<file path="src/rtl/dma_reg_arbiter_if.sv">
// rtl/dma_reg_arbiter_if.sv - requester and register-bus signals of the DMA register arbiter
interface dma_reg_arbiter_if;
    logic [3:0]   i_req;
    logic [3:0]   i_we;
    logic [31:0]  i_addr;
    logic [127:0] i_wdata;
    logic [3:0]   o_ack;
    logic [31:0]  o_rdata;
    logic [3:0]   o_gnt;
    logic [31:0]  o_addr;
    logic         o_read_en;
    logic         o_write_en;
    logic [3:0]   o_byte_strobe;
    logic [31:0]  o_wdata;
    logic [31:0]  i_rdata;

    modport slave (
        input  i_req, i_we, i_addr, i_wdata, i_rdata,
        output o_ack, o_rdata, o_gnt, o_addr, o_read_en, o_write_en, o_byte_strobe, o_wdata
    );

    modport master (
        output i_req, i_we, i_addr, i_wdata, i_rdata,
        input  o_ack, o_rdata, o_gnt, o_addr, o_read_en, o_write_en, o_byte_strobe, o_wdata
    );
endinterface

</file>
<file path="src/rtl/dma_reg_arbiter.sv">
// rtl/dma_reg_arbiter.sv - round-robin arbiter of four requesters onto one register port
// Optional DMA_REG_ARB_FIXED_PRIO_EN: requester 0 has absolute priority, 1-3 round-robin.
module dma_reg_arbiter #(
    parameter int NREQ = 4
) (
    input  logic             i_clk,
    input  logic             i_pnreset,
    dma_reg_arbiter_if.slave bus
);
    localparam int PW = $clog2(NREQ);

    typedef enum logic [1:0] {IDLE, ACCESS, RESP} state_t;

    state_t        r_state;
    state_t        w_next;
    logic [PW-1:0] r_ptr;
    logic [PW-1:0] r_idx;
    logic          r_we;
    logic [7:0]    r_off;
    logic [31:0]   r_wdata;
    logic [31:0]   r_rdata;
    logic [2:0]    w_pick;
    logic          w_sel_vld;
    logic [1:0]    w_sel;
    logic [3:0]    w_owner_oh;

`ifdef DMA_REG_ARB_FIXED_PRIO_EN
    // Round-robin over requesters 1..3 only; base is always in 1..3.
    function automatic logic [2:0] pick_hi(input logic [3:0] req, input logic [1:0] base);
        logic [2:0] res;
        logic [1:0] k;
        res = '0;
        for (int i = 2; i >= 0; i--) begin
            k = (int'(base) + i > 3) ? 2'(int'(base) + i - 3) : 2'(int'(base) + i);
            if (req[k]) res = {1'b1, k};
        end
        return res;
    endfunction

    always_comb begin
        w_pick = '0;
        if (bus.i_req[0]) w_pick = 3'b100;
        else              w_pick = pick_hi(bus.i_req, (r_ptr == 2'd0) ? 2'd1 : r_ptr);
    end
`else
    // Downward scan so the smallest distance from the pointer is written last and wins.
    function automatic logic [2:0] pick_rr(input logic [3:0] req, input logic [1:0] start);
        logic [2:0] res;
        logic [1:0] k;
        res = '0;
        for (int i = 3; i >= 0; i--) begin
            k = start + 2'(i);
            if (req[k]) res = {1'b1, k};
        end
        return res;
    endfunction

    always_comb begin
        w_pick = '0;
        w_pick = pick_rr(bus.i_req, r_ptr);
    end
`endif

    assign w_sel_vld  = w_pick[2];
    assign w_sel      = w_pick[1:0];
    assign w_owner_oh = 4'b0001 << r_idx;

    always_ff @(posedge i_clk or negedge i_pnreset) begin
        if (!i_pnreset) r_state <= IDLE;
        else            r_state <= w_next;
    end

    always_comb begin
        w_next = r_state;
        case (r_state)
            IDLE:    if (w_sel_vld) w_next = ACCESS;
            ACCESS:  w_next = RESP;
            RESP:    w_next = IDLE;
            default: w_next = IDLE;
        endcase
    end

    always_ff @(posedge i_clk or negedge i_pnreset) begin
        if (!i_pnreset) begin
            r_ptr   <= '0;
            r_idx   <= '0;
            r_we    <= 1'b0;
            r_off   <= '0;
            r_wdata <= '0;
            r_rdata <= '0;
        end else begin
            if (r_state == IDLE && w_sel_vld) begin
                r_idx   <= w_sel;
                r_we    <= bus.i_we[w_sel];
                r_off   <= bus.i_addr[{w_sel, 3'b000} +: 8];
                r_wdata <= bus.i_wdata[{w_sel, 5'b00000} +: 32];
            end
            if (r_state == ACCESS && !r_we) r_rdata <= bus.i_rdata;
            if (r_state == RESP) begin
`ifdef DMA_REG_ARB_FIXED_PRIO_EN
                if (r_idx != 2'd0) r_ptr <= (r_idx == 2'd3) ? 2'd1 : r_idx + 2'd1;
`else
                r_ptr <= r_idx + 2'd1;
`endif
            end
        end
    end

    assign bus.o_gnt         = (r_state != IDLE) ? w_owner_oh : 4'b0000;
    assign bus.o_ack         = (r_state == RESP) ? w_owner_oh : 4'b0000;
    assign bus.o_read_en     = (r_state == ACCESS) && !r_we;
    assign bus.o_write_en    = (r_state == ACCESS) && r_we;
    assign bus.o_addr        = {24'd0, r_off};
    assign bus.o_wdata       = r_wdata;
    assign bus.o_rdata       = r_rdata;
    assign bus.o_byte_strobe = 4'b1111;
endmodule

</file>
<file path="src/flat_wrapper.sv">
// flat-port wrapper written by rule: the top's interface ports become plain ports
module dma_reg_arbiter_flat 
#(
    parameter int NREQ = 4
)
  (i_clk, i_pnreset, bus_i_req, bus_i_we, bus_i_addr, bus_i_wdata, bus_i_rdata, bus_o_ack, bus_o_rdata, bus_o_gnt, bus_o_addr, bus_o_read_en, bus_o_write_en, bus_o_byte_strobe, bus_o_wdata);
  dma_reg_arbiter_if bus_i ();
  input  logic i_clk;
  input  logic i_pnreset;
  input wire logic [$bits(bus_i.i_req)-1:0] bus_i_req;
  input wire logic [$bits(bus_i.i_we)-1:0] bus_i_we;
  input wire logic [$bits(bus_i.i_addr)-1:0] bus_i_addr;
  input wire logic [$bits(bus_i.i_wdata)-1:0] bus_i_wdata;
  input wire logic [$bits(bus_i.i_rdata)-1:0] bus_i_rdata;
  output wire logic [$bits(bus_i.o_ack)-1:0] bus_o_ack;
  output wire logic [$bits(bus_i.o_rdata)-1:0] bus_o_rdata;
  output wire logic [$bits(bus_i.o_gnt)-1:0] bus_o_gnt;
  output wire logic [$bits(bus_i.o_addr)-1:0] bus_o_addr;
  output wire logic [$bits(bus_i.o_read_en)-1:0] bus_o_read_en;
  output wire logic [$bits(bus_i.o_write_en)-1:0] bus_o_write_en;
  output wire logic [$bits(bus_i.o_byte_strobe)-1:0] bus_o_byte_strobe;
  output wire logic [$bits(bus_i.o_wdata)-1:0] bus_o_wdata;
  assign bus_i.i_req = bus_i_req;
  assign bus_i.i_we = bus_i_we;
  assign bus_i.i_addr = bus_i_addr;
  assign bus_i.i_wdata = bus_i_wdata;
  assign bus_i.i_rdata = bus_i_rdata;
  assign bus_o_ack = bus_i.o_ack;
  assign bus_o_rdata = bus_i.o_rdata;
  assign bus_o_gnt = bus_i.o_gnt;
  assign bus_o_addr = bus_i.o_addr;
  assign bus_o_read_en = bus_i.o_read_en;
  assign bus_o_write_en = bus_i.o_write_en;
  assign bus_o_byte_strobe = bus_i.o_byte_strobe;
  assign bus_o_wdata = bus_i.o_wdata;
  dma_reg_arbiter #(.NREQ(NREQ)) u_core (.i_clk(i_clk), .i_pnreset(i_pnreset), .bus(bus_i));
endmodule
</file>
<file path="config.mk">
export PLATFORM = sky130hd
export DESIGN_NAME = dma_reg_arbiter_flat
export DESIGN_NICKNAME = d
export VERILOG_FILES = /design/src/rtl/dma_reg_arbiter_if.sv /design/src/rtl/dma_reg_arbiter.sv /design/src/flat_wrapper.sv
export SDC_FILE = /design/constraint.sdc
export NUM_CORES = 1
export LEC_CHECK = 0
export BUFFER_PORTS_ARGS = -buffer_cell sky130_fd_sc_hd__buf_2
export CORE_AREA = 4 4 118 120
export CTS_CLUSTER_SIZE = 10
export DETAILED_ROUTE_END_ITERATION = 12
export DIE_AREA = 0 0 122 124
export HOLD_SLACK_MARGIN = 0.02
export PLACE_DENSITY = 0.69
export SETUP_SLACK_MARGIN = 0.15
export SYNTH_ARGS = -nofsm -noshare
export SYNTH_HDL_FRONTEND = slang
export SYNTH_SLANG_ARGS = --single-unit
</file>
<file path="constraint.sdc">
create_clock -name i_clk -period 1.95 [get_ports i_clk]
set_input_delay 0.0975 -clock i_clk [delete_from_list [all_inputs] [get_ports i_clk]]
set_output_delay 0.0975 -clock i_clk [all_outputs]
set_load 0.03 [all_outputs]
</file>
==> flow_summary.yaml <==
global_route:
  grt_overflow_total: 0
  grt_pass1_vias: 4352
  grt_pass1_wl_microns: 21370
  antenna_found_initial: 0
  grt_usage_pct: 18.20
  grt_max_degree: 45
routing:
  totalWireLength_microns: 14960
  vias_per_cell: 4.716
  drc: 0
  routedWlPerCell_microns: 16.88
  first_pass_iters: 4
  ant_nets: 0
  drt_iter0_drc: 134
  dr_total_vias: 4178
floorplanning:
  io_pins: 312
  core_sq_mm: 0.01298
  rows: 42
  start_util_pct: 34.47
  die_w_microns: 122
  dieArea_sq_mm: 0.01513
  die_h_microns: 124
setup_path:
  critPathCaptureType: "register"
  crit_fanout: 6
  worstSetupPathType: "register to register"
  crit_path_start: "u_core.r_ptr[1]$_DFFE_PN0P_"
  cp_data_required_time_ns: 2.12
  r2r_start: "u_core.r_ptr[1]$_DFFE_PN0P_"
  cp.arrival_ns: 2.12
  ff2ff_setup_slack_ns: 0.0007
  start_kind: "register"
timing:
  fin_skew_ns: 0.005317
  slew_viol_final: 0
  rsz0062_at_grt: "yes"
  holdWs_ns: 0.04785
  layout_min_cycle_time_ns: 1.949
  setup_viol: 0
  fin_ws_ns: 0.0006664
  relSlewSlack_pct: 48.44
  clock.fmax_mhz: 513.0
  fin_crit_sh_pct: 99.97
  hold_viol_final: 0
  worstMarginPinSlew_ns: 0.7705
power:
  p_comb_share_pct: 59.8
  p_int_w: 0.006337
  p_clk_share_pct: 14.5
  ir_drop_uv: 782.1
  power.share.switching_pct: 45.14
  total_power_w: 0.01155
  pwr-share-seq_pct: 25.7
  p_leak_nw: 3.624
  cellPowerDensity_mw_per_mm2: 1646
  power.switching_w: 0.005214
yosys:
  yosys_warnings: 0
  ys_seq_area_share_pct: 44.18
  ys_seq_elements: 79
  synth_edf_count: 0
  syn-instance-count: 373
  synth_cell_types: 34
  syn_area_sq_mm: 0.004474
  postSynthAreaPerCell_sq_um: 12.00
  async_flop_share_pct: 100.0
  synthFlopType: "dfrtp_1"
cells_and_area:
  finalNonFillerCells: 886
  final_common_cell: "buf_2"
  nNetsFinal: 911
  antenna_cells: 0
  nFillCells: 1101
  mostFrequentLayoutCells: "buf_2 (282), dfrtp_1 (78), mux2i_1 (69), nand2_1 (42), o221ai_1 (36)"
  final_cell_area_sq_mm: 0.007019
  synthToLayoutAreaGrowth_pct: 56.88
  drive_gt1_share_pct: 54.08
placement:
  port_buffers: 283
  place_inst: 821
  placed_cell_area_sq_mm: 0.005938
  preCtsSetupSlack_ns: -0.1128
  place_congestion: 0.7589
  dp_hpwl_microns: 10390
clock_network:
  htreeDepth: 3
  cts_made_buffers: 9
  cts_num_sinks: 79
  clk_pin_slew_ns: 0.06
  clk_latency_ns: 0.33
  cts_buffer_depth: 2
  tritoncts: "done"
  cts_root_buffer: "clkbuf_16"
status:
  status: "finished clean"
hold_path:
  holdCritStartpoint: "bus_i_wdata[39]"
  hold_path_class: "primary input to register"
flow_run:
  drv_cap: 0
==> layer usage <==
layer / part of all wire (%) / track usage [%]
met1: 36 / 19.35
met2: 55 / 34.98
met3: 6.9 / 4.314
met4: 1.8 / 6.443
met5: 0 / 0
==> worst max-delay path, cell delays in order, from the launching register on <==
cell and delay (ns):
dfrtp_2 0.44, mux2_4 0.33, o221ai_4 0.27, buf_6 0.18, buf_12 0.11, buf_16 0.12, mux2i_2 0.22, o221ai_1 0.13
==> cell type report <==
class | instances | area (sq um) | share of cell area (%)
Timing Repair Buffer | 349 | 2247 | 32.01
Inverter | 5 | 18.77 | 0.2674
Multi-Input combinational cell | 261 | 2257 | 32.16
Clock inverter | 7 | 72.57 | 1.034
Tap cell | 176 | 220.2 | 3.137
Sequential cell | 79 | 1978 | 28.18
Clock buffer | 9 | 225.2 | 3.209
==> per-stage QoR <==
stage	utilization [%]	TNS, ns
3_3_place_gp	45.75	-0.2540
2_1_floorplan	-	0
6_report	54.08	0
4_1_cts	52.65	0
5_1_grt	54.08	-1.239
3_5_place_dp	45.75	-2.743
==> what timing repair did <==
action | CTS | global route
hold endpoints to repair | 75 | 0
hold buffers | 33 | 0
gates cloned | 5 | 1
setup buffers | 5 | 5
setup endpoints to repair | 41 | 43
gates resized for setup | 27 | 21
pin swaps | 5 | 11
==> cells in the mapped netlist (5+ instances only) <==
library cell / count / area (sq um)
nor2b_1: 7 / 43.79
dfrtp_1: 79 / 1977
buf_12: 8 / 160.2
buf_2: 10 / 50.05
mux2_1: 9 / 101.4
mux2_2: 24 / 270.3
nand2_1: 42 / 157.7
mux2i_1: 82 / 820.8
and2_1: 5 / 31.28
o221ai_1: 40 / 350.3
buf_4: 29 / 217.7
==> power groups by stage <==
| stage | Clock, W | Sequential (W) | Combinational (W) |
|---|---|---|---|
| 3_5_place_dp | 0 | 0.00297 | 0.00610 |
| 4_1_cts | 0.00173 | 0.00296 | 0.00663 |
| 6_report | 0.00168 | 0.00296 | 0.00691 |
| 2_1_floorplan | 0 | 0.00442 | 0.00301 |
| 3_3_place_gp | 0 | 0.00293 | 0.00594 |
| 5_1_grt | 0.00179 | 0.00308 | 0.00736 |
==> sequential cells by signal (all words and copies together) (netlist names) <==
| register | flops |
|---|---|
| u_core.r_off | 8 |
| u_core.r_we | 1 |
| u_core.r_idx | 2 |
| u_core.r_state | 2 |
| u_core.bus.o_rdata | 32 |
| u_core.bus.o_wdata | 32 |
| u_core.r_ptr | 2 |
==> final timing paths <==
| check | end | depth (start not counted) |
|---|---|---|
| worst max-delay path | u_core.bus.o_wdata[12]$_DFFE_PN0P_ | 7 |
| worst min-delay path | u_core.bus.o_wdata[7]$_DFFE_PN0P_ | 3 |
| worst max register to register | u_core.bus.o_wdata[12]$_DFFE_PN0P_ | 7 |
| worst min register to register | u_core.bus.o_rdata[26]$_DFFE_PN0P_ | 1 |
| max in group asynchronous | u_core.r_ptr[1]$_DFFE_PN0P_ | 3 |
| min in group asynchronous | u_core.bus.o_rdata[17]$_DFFE_PN0P_ | 2 |
==> kinds of logic after synthesis <==
kind of cell | share of synthesized area, %
and+or+nand+nor | 6.656
other | 0.1678
buffers and inverters | 11.49
adders and majority gates | 1.119
AOI/OAI and AO/OA | 9.396
DFF | 44.18
muxes | 26.99
(Power assumes the default switching activity.)
